--- src/rtl/seq_multiplier.sv ---
// Sequential shift-add multiplier with signed/unsigned mode, start/ready/done
// handshake and early exit once the remaining multiplier bits are zero.
module seq_multiplier #(
  parameter int unsigned WIDTH = 8,
  parameter int unsigned CNT_W = $clog2(WIDTH + 1)
) (
  input  logic                 clk,
  input  logic                 rst_n,
  input  logic                 start,
  input  logic                 signed_mode,
  input  logic [WIDTH-1:0]     multiplicand,
  input  logic [WIDTH-1:0]     multiplier,
  output logic                 ready,
  output logic                 busy,
  output logic                 done,
  output logic [2*WIDTH-1:0]   product,
  output logic                 zflag
);

  localparam int unsigned PW = 2 * WIDTH;

  typedef enum logic [1:0] {IDLE, RUN, SIGN, DONE} state_t;

  state_t           state;
  logic [PW-1:0]    mcand;
  logic [PW-1:0]    acc;
  logic [WIDTH-1:0] mplr;
  logic [CNT_W-1:0] cnt;
  logic             neg;

  logic [WIDTH-1:0] mag_a;
  logic [WIDTH-1:0] mag_b;
  logic [WIDTH-1:0] mplr_shr;

  // Operand magnitudes; the most negative value maps to 2^(WIDTH-1) unsigned.
  always_comb begin
    mag_a = multiplicand;
    mag_b = multiplier;
    if (signed_mode && multiplicand[WIDTH-1]) mag_a = -multiplicand;
    if (signed_mode && multiplier[WIDTH-1])   mag_b = -multiplier;
    mplr_shr = mplr >> 1;
  end

  always_ff @(posedge clk or negedge rst_n) begin
    if (!rst_n) begin
      state   <= IDLE;
      mcand   <= '0;
      acc     <= '0;
      mplr    <= '0;
      cnt     <= '0;
      neg     <= 1'b0;
      ready   <= 1'b1;
      busy    <= 1'b0;
      done    <= 1'b0;
      product <= '0;
      zflag   <= 1'b0;
    end else begin
      case (state)
        IDLE: begin
          if (start) begin
            mcand <= PW'(mag_a);
            mplr  <= mag_b;
            neg   <= signed_mode & (multiplicand[WIDTH-1] ^ multiplier[WIDTH-1]);
            acc   <= '0;
            cnt   <= '0;
            zflag <= (multiplier == '0);
            ready <= 1'b0;
            busy  <= 1'b1;
            state <= (mag_b != '0) ? RUN : SIGN;
          end
        end
        RUN: begin
          if (mplr[0]) acc <= acc + mcand;
          mcand <= mcand << 1;
          mplr  <= mplr_shr;
          cnt   <= cnt + CNT_W'(1);
          // Counter is only a safety bound; the zero check normally ends the run.
          if (mplr_shr == '0 || cnt == CNT_W'(WIDTH - 1)) state <= SIGN;
        end
        SIGN: begin
          product <= neg ? -acc : acc;
          busy    <= 1'b0;
          done    <= 1'b1;
          state   <= DONE;
        end
        DONE: begin
          done  <= 1'b0;
          ready <= 1'b1;
          state <= IDLE;
        end
        default: state <= IDLE;
      endcase
    end
  end

endmodule

--- config.mk ---
export PLATFORM = sky130hd
export DESIGN_NAME = seq_multiplier
export DESIGN_NICKNAME = d
export VERILOG_FILES = /design/src/rtl/seq_multiplier.sv
export SDC_FILE = /design/constraint.sdc
export NUM_CORES = 1
export LEC_CHECK = 0
export BUFFER_PORTS_ARGS = -buffer_cell sky130_fd_sc_hd__buf_2
export CAP_MARGIN = 10
export CORE_MARGIN = 2
export CORE_UTILIZATION = 60
export CTS_BUF_LIST = sky130_fd_sc_hd__clkbuf_8
export CTS_CLUSTER_SIZE = 10
export DETAILED_ROUTE_END_ITERATION = 10
export PLACE_DENSITY = 0.8
export SLEW_MARGIN = 25
export SYNTH_ARGS = -nofsm -noshare
export SYNTH_HDL_FRONTEND = slang
export SYNTH_SLANG_ARGS = --single-unit
--- constraint.sdc ---
create_clock -name clk -period 5.9 [get_ports clk]
set_input_delay 0.59 -clock clk [delete_from_list [all_inputs] [get_ports clk]]
set_output_delay 0.59 -clock clk [all_outputs]
set_load 0.03 [all_outputs]
## Word-level counts from Yosys, hierarchy flattened

Cells that the tools add are included.

| word-level totals | value |
|---|---|
| output and inout port bits | 20 |
| input port bits | 20 |
| logic and storage cells | 63 |
| register bits | 67 |

| cells by class | value |
|---|---|
| bitwise operators | 2 |
| equal/unequal tests | 7 |
| add/sub/neg operators | 5 |
| reduce and logical (&&, ||, !) cells | 17 |
| mux-type cells | 21 |

Operators with widths:

| operator | number |
|---|---|
| $mux 16 | 4 |
| $pmux 16 s2 | 2 |
| $mux 8 | 3 |
| $add 16x16->16 | 1 |
| $logic_not 8->1 | 2 |
| $neg 16->16 | 1 |
| $neg 8->8 | 2 |
| $pmux 8 s2 | 1 |
| $reduce_and 2->1 | 5 |
| $pmux 2 s4 | 1 |
| $pmux 4 s2 | 1 |
| $reduce_bool 2->1 | 4 |
| $reduce_bool 8->1 | 1 |
| $mux 2 | 3 |
| $ne 2x2->1 const B | 3 |
| $pmux 1 s2 | 3 |
| $add 4x1->4 const B | 1 |
| $eq 2x2->1 const B | 2 |
| $eq 4x3->1 const B | 1 |
| $mux 4 | 1 |
| $reduce_and 3->1 | 1 |
| $eq 2x1->1 const B | 1 |
| $logic_and 1x1->1 | 2 |
| $logic_not 2->1 | 1 |
| other kinds (4) | 5 |

## Longest topological paths before layout

Gate-level depths: netlist of run 1.

| logic depth | value |
|---|---|
| word-level depth | 6 |
| depth in mapped cells | 9 |
| mapped depth without buffers | 9 |

## Worst setup path after synthesis of run 1

Ideal clock, no wire load.

| path | value |
|---|---|
| path type | reg2reg |
| from | register acc[0] |
| to | register acc[8] |
| cell stages (with the launch flop) | 10 |
| path buffers | 0 |
| setup slack | 3755 ps |
| data required time | 5778 ps |
| clock period less this slack | 2145 ps |
| arrival time | 2024 ps |
| library setup time | 122 ps |
| cells stage by stage | dfrtp_1 > ha_1 > inv_1 > fa_1 > nor2b_1 > o31ai_2 > a21oi_1 > o21a_1 > or3_1 > a32o_1 |

| on the way | value |
|---|---|
| cells in the longest elaborated chain, start to end | 3 |

Ends and longest elaborated chain:

| element | RTL line | RTL |
|---|---|---|
| from (decl) | 26 | `logic [PW-1:0] acc;` |
| from (signal assigned) | 73 | `if (mplr[0]) acc <= acc + mcand;` |
| $add 16x16->16 | 73 |  |
| $mux 16 | 73 |  |
| $pmux 16 s2 | 58 | `case (state)` |

No other way between the ends. The select of a mux whose other input is x is not followed.
A chain may end at the register's enable or synchronous reset.

## Final worst setup path of run 1

| path | value |
|---|---|
| from | register state[0] |
| to | register acc[12] |

| on the way | value |
|---|---|
| cells in the longest elaborated chain, start to end | 3 |
| elaborated cells on any way between the ends | 7 |
| classes of those cells | 3 x eq/ne; 1 x mux; 3 x reduce/logical |

Ends and longest elaborated chain:

| element | RTL line | RTL |
|---|---|---|
| from (decl) | 24 | `state_t state;` |
| from (signal assigned) | 69 | `state <= (mag_b != '0) ? RUN : SIGN;` |
| $eq 2x1->1 / $logic_not 2->1 (equally long branches) | 58 |  |
| $ne 2x2->1 (no line) / $reduce_bool 2->1 (equally long branches) | - |  |
| $reduce_and 3->1 (no line) | - |  |

Several ways; a longest one is shown, not always the timed one.

==> impl_results.md, run 1 <==
* Outcome: complete, no violations
* Number of port buffers at 39
* Antenna-violating nets left at 0
* Summed negative setup slack over all endpoints at 0 ns
* Arrival time reported for the critical path endpoint at 2.80 ns
* Library cell contributing the largest single delay on the critical path: sky130_fd_sc_hd__o311a_1
* Ys flop type: sky130_fd_sc_hd__dfrtp_1
* MaxCap Viol Count at 0
* Critical register-to-register path endpoint: acc[12]
* Leakage power total at approximately 2.2 nW
* Portion of total power attributed to combinational logic at between 40 and 50%
* WP data required at just over 6 ns
* Number of flops mapped to enable cells by yosys at 0
* Number of hold-repair buffers added at the cts stage at 0
* Width of the chip at roughly 87 um
* Most common cell after layout, fill and taps aside: sky130_fd_sc_hd__dfrtp_1
* Fmax at roughly 0.4 GHz
* Net switching share of the total power at between 40% and 50%
* Setup repair after global routing missed its margin: no
* Maximum buffer depth of the clock tree at 2
* Detail Placement HPWL at 6.67 mm
* Number of cells on the worst reg-to-reg path at 7
* Endpoint type of the worst setup path: register
* Weighted congestion at the end of routability-driven global placement at slightly above 0.9
* Iter 0 DRT Violations at around 220
* Total Power Consumption at around 2.4 mW
* Final hold viol count at 0
* Headroom to the max-slew limit at a little under half
* Largest fanout on the critical path at 15
* Number of distinct library cell variants in the gate-level netlist after synthesis at 54
* Vias/cell at roughly 6.0
* Vias in the first global route at ~3300
* Final period util at a little over two fifths
* Final min period at 2.52 ns
* Count of cells resized by post-cts repair at 0
* Starting density of the core at approximately three fifths
* Internal cell power at about 1.3 mW
* Maximum number of pins on one net before global-route repair at 68
* Global routing usage summed across all routing layers at 26.2%
* Number of rows created at floorplan at 30
* Total number of vias at 3533
* Cell types with the largest area share after synthesis: sky130_fd_sc_hd__dfrtp_1 (40%), sky130_fd_sc_hd__ha_1 (6.9%), sky130_fd_sc_hd__a21oi_1 (5.4%)
* Number of top-level pins at 40
* GRT Residual Overflow at 0
* Combined area of all synthesized cells at about 4100 um2
* Height of the die at approximately 87 um
* Total nets after synthesis at between 500 and 600
* Portion of synthesized cell area occupied by the leading cell type at approximately two fifths
* Clock root buffer: sky130_fd_sc_hd__clkbuf_8
* Highest-count cells in the layout ignoring fill and taps: sky130_fd_sc_hd__dfrtp_1 (66), sky130_fd_sc_hd__nand2_1 (56), sky130_fd_sc_hd__a21oi_1 (45)
* H-Tree Level Count at 3
* Instance count of the mapped netlist at between 400 and 500
* Cell type with the largest total area after synthesis: sky130_fd_sc_hd__dfrtp_1
* Max rail drop VDD at 256 uV
* Switching power of the nets at around 1.1 mW
* Post-Route WL at between 9 and 10 mm
* Net count, final at approximately 550
* CTS tree: done
* Path type of the worst min-delay path: in -> async
* Flip-flop and latch count after synthesis at between 60 and 70
* PwrDens at a little over 500 nW/um2
* Critical path startpoint category: register
* Actual slew at the worst max-slew pin at around 0.82 ns
* Proportion of layout cells with a drive suffix above 1 at approximately 14%
* Clock edge transition at the registers on the reported setup and hold paths at 0.08 ns
* Setup Buffers After CTS at 0
* Area after DPL at between 4000 and 5000 um2
* Post-synthesis sequential area ratio at about two fifths
* Global-route wire length before repair at 15.7 mm
* Overall die area at 7590 um2
* Critical setup path kind: reg -> reg
* Diodes inserted at 0
* Area of all placed cells without fillers at around 4600 um2
* Routed length per instance at roughly 16 um
* Residual DRC at 0
* Syn Area/Cell at 8.86 um2
* Drt pass-1 iters at 5
* Reg-to-reg setup timing slack at approximately 3.4 ns
* Worst reg2reg startpoint: state[0]
* Insertion delay to the later sink of the worst-skew pair at roughly 0.35 ns
* Std-Cell Core Area at 6760 um2
* Clock sinks at between 60 and 70
* Total of warnings raised by yosys at 0
* Finish-stage setup viols at 0
* Clock power frac at 17.1%
* Critical path's largest stage delay at around 0.46 ns
* Worst path cell trace: inv_1 > ha_1 > nand2b_1 > and2_1 > nand2_1 > o311a_1 > nand3_1
* Seq pwr share at 33.5%
* Inserted Clock Buffers at 9
* Slew Viols, Final at 0
* Number of antenna violations at the first check in global routing at 0
* Post-synthesis to final-layout area growth at 11.0%
* Setup skew after layout at around 0.011 ns
* Proportion of register bits with asynchronous set or reset after synthesis at 100%
-- worst max-delay path: cells and delay by family, from the launching register on --
family,cells,cell delay (ns)
DFF,1,0.38
adders and majority gates,1,0.31
and+or+nand+nor,4,1.21
buffers and inverters,1,0.09
AOI/OAI and AO/OA,1,0.46
-- Yosys cell counts, types with 4 or more instances --
master	instances
sky130_fd_sc_hd__nand3_1	13
sky130_fd_sc_hd__xnor2_1	11
sky130_fd_sc_hd__a22o_1	12
sky130_fd_sc_hd__dfrtp_1	66
sky130_fd_sc_hd__o31ai_1	5
sky130_fd_sc_hd__mux2_2	5
sky130_fd_sc_hd__o41ai_1	4
sky130_fd_sc_hd__nand2b_1	5
sky130_fd_sc_hd__nor2_1	40
sky130_fd_sc_hd__a21oi_1	45
sky130_fd_sc_hd__ha_1	23
sky130_fd_sc_hd__or3_1	6
sky130_fd_sc_hd__clkbuf_1	20
sky130_fd_sc_hd__and3_1	4
sky130_fd_sc_hd__o21bai_1	4
sky130_fd_sc_hd__nor3_1	7
sky130_fd_sc_hd__mux2i_1	7
sky130_fd_sc_hd__nand4_1	4
sky130_fd_sc_hd__o21ai_0	44
sky130_fd_sc_hd__xor2_1	20
sky130_fd_sc_hd__inv_1	18
sky130_fd_sc_hd__nand2_1	56
-- cell type report --
cell class              instances  area [um2]
fillers                       532        2150
clock buffers                   9         124
repair buffers                 43         225
inverters                      18        67.6
well taps                      80         100
multi-input cells             362        2330
clock inverters                 6        82.6
flip-flops and latches         67        1680
-- per-layer routing --
metal / global-route usage, % / wire length [um] / up-vias
met2: 39.6 / 4040 / 98
li1: - / - / 1753
met5: 0 / 0 / -
met3: 4.45 / 439 / 14
met4: 7.97 / 143 / 0
met1: 38.6 / 4500 / 1668
-- flip-flops by register name, indices dropped and copies added (netlist names) --
signal and flops:
acc 16, busy 1, cnt 4, done 1, mcand 16, mplr 8, neg 1, product 16
ready 1, state 2, zflag 1
-- how the worst max path moves through the flow --
stage | slack [ns] | from | endpoint
3_3_place_gp | 3.46 | state[1] | acc[12]
2_1_floorplan | 3.75 | acc[0] | acc[8]
4_1_cts | 3.41 | state[1] | acc[12]
6_report | 3.38 | state[0] | acc[12]
3_5_place_dp | 3.46 | state[0] | acc[12]
5_1_grt | 3.14 | state[1] | acc[13]
-- logic make-up after synthesis --
group	Yosys count	share of synthesized area, %
muxes	12	3.05
AOI/OAI and AO/OA	145	22.3
xor gates and xnor gates	31	6.55
and+or+nand+nor	150	16.7
DFF	67	40.5
adders and majority gates	24	7.42
buffers and inverters	39	3.53
-- power groups by stage --
stage               registers [mW]  clock network (mW)  logic (mW)
finish                       0.792               0.405        1.17
floorplan                    0.887                   0       0.780
global placement             0.790                   0        1.13
CTS                          0.791               0.412        1.17
global route                 0.821               0.434        1.31
detailed placement           0.797                   0        1.16
-- per-stage QoR --
stage               util [%]  setup WS (ns)  instances  hold slack (ns)
floorplan                  -           3.75        468            0.294
detailed placement      65.1           3.46        570            0.456
global route            68.1           3.14        585            0.497
finish                  68.1           3.38        585            0.418
global placement        65.1           3.46        570            0.454
CTS                     68.1           3.41        585            0.445
Note: power is estimated with default switching activity, not from simulation.
==> run 2: changes to the inputs <==
--- a/config.mk
+++ b/config.mk
@@ -5,14 +5,15 @@
 export SDC_FILE = /design/constraint.sdc
 export NUM_CORES = 1
 export LEC_CHECK = 0
+export ABC_AREA = 1
 export BUFFER_PORTS_ARGS = -buffer_cell sky130_fd_sc_hd__buf_2
 export CAP_MARGIN = 10
 export CORE_MARGIN = 2
-export CORE_UTILIZATION = 60
+export CORE_UTILIZATION = 56
 export CTS_BUF_LIST = sky130_fd_sc_hd__clkbuf_8
 export CTS_CLUSTER_SIZE = 10
 export DETAILED_ROUTE_END_ITERATION = 10
-export PLACE_DENSITY = 0.8
+export PLACE_DENSITY = 0.78
 export SLEW_MARGIN = 25
 export SYNTH_ARGS = -nofsm -noshare
 export SYNTH_HDL_FRONTEND = slang
==> constraint.sdc (replaced) <==
create_clock -name clk -period 2.2 [get_ports clk]
set_input_delay 0.22 -clock clk [delete_from_list [all_inputs] [get_ports clk]]
set_output_delay 0.22 -clock clk [all_outputs]
set_load 0.03 [all_outputs]
==> run 2 against run 1 <==
Synthesized area increased by 3.4%. First-iteration DRC count increased by 1.4%. Worst setup slack lost 3.1 ns. Cell count grew 24%. Register-to-register slack got worse by 3.1 ns. Clock power increased to 2.6 times the previous value. Largest power group unchanged. Highest routed layer unchanged.
==> impl_results.md, run 2 <==
* Outcome: complete, no violations
* Fmax at a little over 0.5 GHz
* Std-Cell Core Area at ~7300 um2
* Worst setup slack after placement at around 0.28 ns
* Inserted Clock Buffers at 9
* Number of port buffers at 39
* Switching power of the nets at ~3.4 mW
* Proportion of register bits with asynchronous set or reset after synthesis at 100%
* Number of flops mapped to enable cells by yosys at 0
* Clock edge transition at the registers on the reported setup and hold paths at 0.08 ns
* Number of hold-repair buffers added at the cts stage at 1
* Height of the die at about 90 um
* Count of cells resized by post-cts repair at 0
* Setup skew after layout at ~0.0085 ns
* Reg-to-reg setup timing slack at around 0.27 ns
* Critical setup path kind: reg -> reg
* Post-Route WL at approximately 9.9 mm
* Weighted congestion at the end of routability-driven global placement at between 0.9 and 1
* Worst reg2reg startpoint: mcand[0]
* Largest fanout on the critical path at 5
* Total number of vias at between 3000 and 4000
* Flip-flop and latch count after synthesis at 67
* GRT busiest layer: met2
* Number of cells on the worst reg-to-reg path at 12
* Portion of total power attributed to combinational logic at a little over half
* Finish-stage setup viols at 0
* CTS tree: done
* GRT Residual Overflow at 0
* Routed length per instance at approximately 14 um
* Vias in the first global route at ~3700
* Antenna-violating nets left at 0
* Critical path's largest stage delay at approximately 0.4 ns
* Total nets after synthesis at a little over 600
* Overall die area at approximately 8400 um2
* Hold EP: zflag
* Clock root buffer: sky130_fd_sc_hd__clkbuf_8
* Internal cell power at between 3 and 4 mW
* Iter 0 DRT Violations at 219
* Portion of synthesized cell area occupied by the leading cell type at 38.5%
* Setup Buffers After CTS at 0
* MaxCap Viol Count at 0
* Number of distinct library cell variants in the gate-level netlist after synthesis at 44
* Final min period at ~1.9 ns
* Number of antenna violations at the first check in global routing at 0
* Worst-case hold slack at roughly 0.085 ns
* Diodes inserted at 0
* PwrDens at 1450 nW/um2
* Endpoint type of the worst setup path: register
* Most common cell after layout, fill and taps aside: sky130_fd_sc_hd__nand2_1
* H-Tree Level Count at 3
* Net switching share of the total power at between 40% and 50%
* Vias/cell at ~5.5
* Total of warnings raised by yosys at 0
* Number of top-level pins at 40
* Area of all placed cells without fillers at 4780 um2
* Global routing usage summed across all routing layers at roughly a quarter
* Clock sinks at 67
* Syn Area/Cell at between 7 and 8 um2
* Seq pwr share at around a third
* Arrival time reported for the critical path endpoint at between 2 and 2.5 ns
* Proportion of layout cells with a drive suffix above 1 at between 10% and 20%
* Post-synthesis to final-layout area growth at 11.5%
* Final hold viol count at 0
* Post-synthesis sequential area ratio at 39.1%
* Summed negative setup slack over all endpoints at 0 ns
* Max rail drop VDD at a little over 600 uV
* Drt pass-1 iters at 5
* Actual slew at the worst max-slew pin at between 0.5 and 0.6 ns
* Path type of the worst min-delay path: in -> reg
* Final core utilization at 65.2%
* Ys flop type: sky130_fd_sc_hd__dfrtp_1
* Most used standard cells in the synthesized netlist: sky130_fd_sc_hd__nand2_1 (155), sky130_fd_sc_hd__dfrtp_1 (66), sky130_fd_sc_hd__inv_1 (63), sky130_fd_sc_hd__nor2_1 (53), sky130_fd_sc_hd__o21ai_0 (46)
* GR Layer Usage met2 at 38.5%
* Worst path cell trace: ha_1 > inv_1 > fa_1 > nand3b_1 > nand2_1 > nand2_1 > nand2_1 > nand2_1 > nand2_1 > nand2_1 > nand2_1 > o21ai_1
* Clock power frac at between 10% and 20%
* Cell type with the largest total area after synthesis: sky130_fd_sc_hd__dfrtp_1
* Detail Placement HPWL at around 7.7 mm
* Critical path startpoint category: register
* Starting density of the core at 58.5%
* HP Start: multiplier[6]
* Cell types with the largest area share after synthesis: sky130_fd_sc_hd__dfrtp_1 (39%), sky130_fd_sc_hd__nand2_1 (14%), sky130_fd_sc_hd__ha_1 (6.7%)
* Global-route wire length before repair at 17.0 mm
* Met1 track demand over resource in global routing at between 30% and 40%
* Critical register-to-register path endpoint: acc[10]
* Met3 track demand over resource in global routing at approximately 3.3%
* Residual DRC at 0
* Instance count of the mapped netlist at ~580
* Cell family contributing the most delay on the critical path: simple AND/OR/NAND/NOR gates
* Maximum number of pins on one net before global-route repair at 42
* Setup repair after global routing missed its margin: no
* Final period util at between 80% and 90%
* Hold-critical path depth at 2
* Combined area of all synthesized cells at approximately 4300 um2
* WP data required at roughly 2.4 ns
* Buffering stage count on the worst path with inverters included at 1
* Dominant cell by count in the synthesized netlist: sky130_fd_sc_hd__nand2_1
* Top cell by count, worst path: sky130_fd_sc_hd__nand2_1
* Area after DPL at approximately 4600 um2
* Top flop regs: acc (16), mcand (16), product (16)
* Leakage power total at 2.45 nW
* Final worst slack at about 0.27 ns
* Slew Viols, Final at 0
* Library cell contributing the largest single delay on the critical path: sky130_fd_sc_hd__fa_1
* Highest-count cells in the layout ignoring fill and taps: sky130_fd_sc_hd__nand2_1 (155), sky130_fd_sc_hd__dfrtp_1 (66), sky130_fd_sc_hd__inv_1 (63)
* Insertion delay to the later sink of the worst-skew pair at approximately 0.35 ns
* Net count, final at 665
* Headroom to the max-slew limit at a little over three fifths
* Width of the chip at around 90 um
* Maximum buffer depth of the clock tree at 2
* Number of rows created at floorplan at 31
[run 2: cell types whose count changed in the layout (fill, tap and decap cells not counted), sizes merged, moves of 12 or more]
| cell | change |
|---|---|
| nor2 | +18 |
| nand3 | +22 |
| nand2 | +101 |
| inv | +51 |
| xor2 | -12 |
[run 2: final cells by class]
| type | count | area [um2] |
|---|---|---|
| clock buffers | 10 | 138 |
| inverters | 70 | 270 |
| well taps | 99 | 124 |
| fillers | 651 | 2550 |
| multi-input cells | 426 | 2250 |
| flip-flops and latches | 67 | 1680 |
| repair buffers | 47 | 258 |
| clock inverters | 6 | 65.1 |
[run 2: logic make-up (layout without fill, tap and decap cells)]
kind of cell    after synthesis  after routing  share of synthesized area (%)
buf+inv                      82            133                           8.43
flops                        67             67                           39.1
compound gates              129            129                           17.5
simple gates                262            262                           25.5
xor+xnor                     11             11                           2.25
fa+ha+maj                    24             24                           7.18
[run 2: how the worst max path moves through the flow]
stage               cells after the start     start      end  slack, ns
CTS                                    12  mcand[0]  acc[14]       0.27
detailed placement                     12  mcand[0]  acc[14]       0.28
floorplan                              12  mcand[0]  acc[14]       0.44
global route                           12  mcand[0]  acc[14]       0.06
finish                                 12  mcand[0]  acc[10]       0.27
global placement                       12  mcand[0]  acc[14]       0.33
[run 2: per-stage QoR]
| step | instances | power [mW] |
|---|---|---|
| floorplan | 575 | 5.03 |
| global placement | 708 | 5.73 |
| detailed placement | 708 | 5.86 |
| CTS | 725 | 6.93 |
| global route | 725 | 7.52 |
| finish | 725 | 6.94 |
[run 2: worst reg2reg max path: cells and delay by family (launching register included)]
family / cells / cell delay [ns]
AOI/OAI and AO/OA: 1 / 0.05
adders and majority gates: 2 / 0.57
buffers and inverters: 1 / 0.06
DFF: 1 / 0.38
and+or+nand+nor: 8 / 0.78
[run 2: routing by layer]
| metal | wire length (um) | vias to the layer above |
|---|---|---|
| met5 | 0 | - |
| met4 | 110 | 0 |
| met3 | 482 | 12 |
| met2 | 4530 | 122 |
| met1 | 4780 | 1841 |
| li1 | - | 1988 |
[run 2: power by group through the flow]
stage	Combinational (mW)	Clock, mW	Sequential, mW
after floorplan	2.67	0	2.35
after global placement	3.56	0	2.16
after detailed placement	3.68	0	2.19
after CTS	3.70	1.06	2.17
after global routing	4.17	1.11	2.24
final	3.71	1.04	2.18
==> run 3: changes to the inputs <==
--- a/config.mk
+++ b/config.mk
@@ -6,13 +6,13 @@
 export NUM_CORES = 1
 export LEC_CHECK = 0
 export ABC_AREA = 1
-export BUFFER_PORTS_ARGS = -buffer_cell sky130_fd_sc_hd__buf_2
 export CAP_MARGIN = 10
 export CORE_MARGIN = 2
-export CORE_UTILIZATION = 56
+export CORE_UTILIZATION = 60
 export CTS_BUF_LIST = sky130_fd_sc_hd__clkbuf_8
 export CTS_CLUSTER_SIZE = 10
 export DETAILED_ROUTE_END_ITERATION = 10
+export DONT_BUFFER_PORTS = 1
 export PLACE_DENSITY = 0.78
 export SLEW_MARGIN = 25
 export SYNTH_ARGS = -nofsm -noshare
==> run 3 against run 2 <==
Utilization rose by 1.5 points. Worst setup slack got worse by 0.060 ns. Global-route usage rose by 0.34 points.
==> impl_results.md, run 3 (same netlist as run 2, synthesis figures left out) <==
* Headroom to the max-slew limit at between 60 and 70%
* Post-synthesis to final-layout area growth at 6.89%
* Library cell contributing the largest single delay on the critical path: sky130_fd_sc_hd__dlygate4sd3_1
* Leakage power total at 2.29 nW
* Number of antenna violations at the first check in global routing at 0
* Std-Cell Core Area at 6870 um2
* Detail Placement HPWL at a little over 7 mm
* Buffering stage count on the worst path with inverters included at 2
* Residual DRC at 0
* Iter 0 DRT Violations at approximately 190
* PwrDens at 1440 nW/um2
* H-Tree Level Count at 3
* Setup repair after global routing missed its margin: no
* Net count, final at 627
* Top flop regs: acc (16), mcand (16), product (16)
* Routed length per instance at roughly 14 um
* Final min period at roughly 2 ns
* Final period util at between 90% and 100%
* Worst-case hold slack at approximately 0.034 ns
* Arrival time reported for the critical path endpoint at about 2.3 ns
* Highest-count cells in the layout ignoring fill and taps: sky130_fd_sc_hd__nand2_1 (155), sky130_fd_sc_hd__dfrtp_1 (66), sky130_fd_sc_hd__inv_1 (65)
* Height of the die at 88.5 um
* Global routing usage summed across all routing layers at between 20 and 30%
* Clock root buffer: sky130_fd_sc_hd__clkbuf_8
* Total Power Consumption at roughly 6.6 mW
* Slew Viols, Final at 0
* CTS tree: done
* GRT Residual Overflow at 0
* Global-route wire length before repair at about 16 mm
* Diodes inserted at 0
* Vias in the first global route at between 3000 and 4000
* Weighted congestion at the end of routability-driven global placement at ~0.9
* Post-Route WL at approximately 9.4 mm
* Setup skew after layout at around 0.011 ns
* Maximum buffer depth of the clock tree at 2
* Number of port buffers at 0
* Overall die area at 7840 um2
* Insertion delay to the later sink of the worst-skew pair at about 0.34 ns
* Critical path startpoint category: register
* Total number of vias at 3816
* Worst path cell trace: inv_1 > ha_1 > nand2_2 > o41ai_1 > dlygate4sd3_1
* Count of cells resized by post-cts repair at 0
* Final hold viol count at 0
* Max rail drop VDD at 650 uV
* Path type of the worst min-delay path: in -> reg
* Drt pass-1 iters at 5
* GRT busiest layer: met2
* Critical path's largest stage delay at roughly 0.6 ns
* Outcome: complete, no violations
* Actual slew at the worst max-slew pin at 0.534 ns
* Number of rows created at floorplan at 30
* Fmax at roughly 0.5 GHz
* Width of the chip at ~90 um
* GR Layer Usage met2 at between 40% and 50%
* Antenna-violating nets left at 0
* Most common cell after layout, fill and taps aside: sky130_fd_sc_hd__nand2_1
* WP data required at between 2 and 2.5 ns
* Endpoint type of the worst setup path: register
* Largest fanout on the critical path at 6
* Clock sinks at between 60 and 70
* Placed Instances at between 600 and 700
* Inserted Clock Buffers at 9
* Final Non-Filler Cells at 684
* Cell family contributing the most delay on the critical path: buffers and inverters
* Critical setup path kind: reg -> reg
* Summed negative setup slack over all endpoints at 0 ns
* Met3 track demand over resource in global routing at 4.20%
* Starting density of the core at 62.4%
* Proportion of layout cells with a drive suffix above 1 at under 10%
* Finish-stage setup viols at 0
* MaxCap Viol Count at 0
* Maximum number of pins on one net before global-route repair at around 70
* Vias/cell at between 5 and 6
* Number of top-level pins at 40
* Clock edge transition at the registers on the reported setup and hold paths at approximately 0.08 ns
* Met1 track demand over resource in global routing at a little over a third
[run 3: changes by cell type in the layout (fill, tap and decap cells not counted)]
cell                            delta
sky130_fd_sc_hd__dlygate4sd3_1     +2
sky130_fd_sc_hd__bufinv_16         -1
sky130_fd_sc_hd__clkinv_4          -1
sky130_fd_sc_hd__inv_1             +2
sky130_fd_sc_hd__buf_16            +1
sky130_fd_sc_hd__buf_4             -2
sky130_fd_sc_hd__buf_2            -39
[run 3: worst register-to-register path: cells and delay by family (launching register included)]
kind | cells | cell delay (ns)
adder cells (fa/ha/maj) | 1 | 0.29
buffers and inverters | 2 | 0.70
AND/OR/NAND/NOR | 1 | 0.17
flip-flops | 1 | 0.42
AO/OA/AOI/OAI | 1 | 0.34
[run 3: report_power, final]
group / internal (mW) / total (mW) / leakage (nW) / switching (mW)
sequential: 1.75 / 2.48 / 0.860 / 0.732
combinational: 1.15 / 3.22 / 1.34 / 2.07
clock: 0.429 / 0.899 / 0.0946 / 0.469
total: 3.32 / 6.59 / 2.29 / 3.27
[run 3: path summary, 6_finish.rpt]
check                             end          start  slack, ns  cells past startpoint
max                             zflag       state[0]       0.20                      5
min                           mplr[0]  multiplier[0]       0.03                      2
max reg2reg                     zflag       state[0]       0.20                      5
min reg2reg                    cnt[0]         cnt[0]       0.50                      1
max in group asynchronous       ready          rst_n       1.47                      2
min in group asynchronous  product[0]          rst_n       0.42                      2
[run 3: per-layer routing]
layer	wire, um	share of wire, %	up-vias
met1	4400	47	1777
met5	0	0	-
met3	429	4.6	14
met2	4360	47	110
met4	171	1.8	0
li1	-	-	1915
[run 3: repair_timing]
item	4_1_cts	5_1_grt
setup buffers	0	0
hold buffers	4	0
endpoints found under the setup margin	0	0
hold endpoints to repair	68	0
[run 3: final cells by class]
| class | instances | area (um2) |
|---|---|---|
| Fill cell | 604 | 2290 |
| Clock buffer | 10 | 138 |
| Multi-Input combinational cell | 426 | 2250 |
| Tap cell | 96 | 120 |
| Clock inverter | 6 | 33.8 |
| Inverter | 70 | 270 |
| Timing Repair Buffer | 9 | 95.1 |
| Sequential cell | 67 | 1680 |
[run 3: stage by stage]
stage	worst slack (ns)	instance area, um2	util (%)
floorplan	0.438	4290	-
global placement	0.333	4350	63.4
detailed placement	0.266	4350	63.4
CTS	0.254	4580	66.7
global route	0.0682	4580	66.7
finish	0.205	4580	66.7
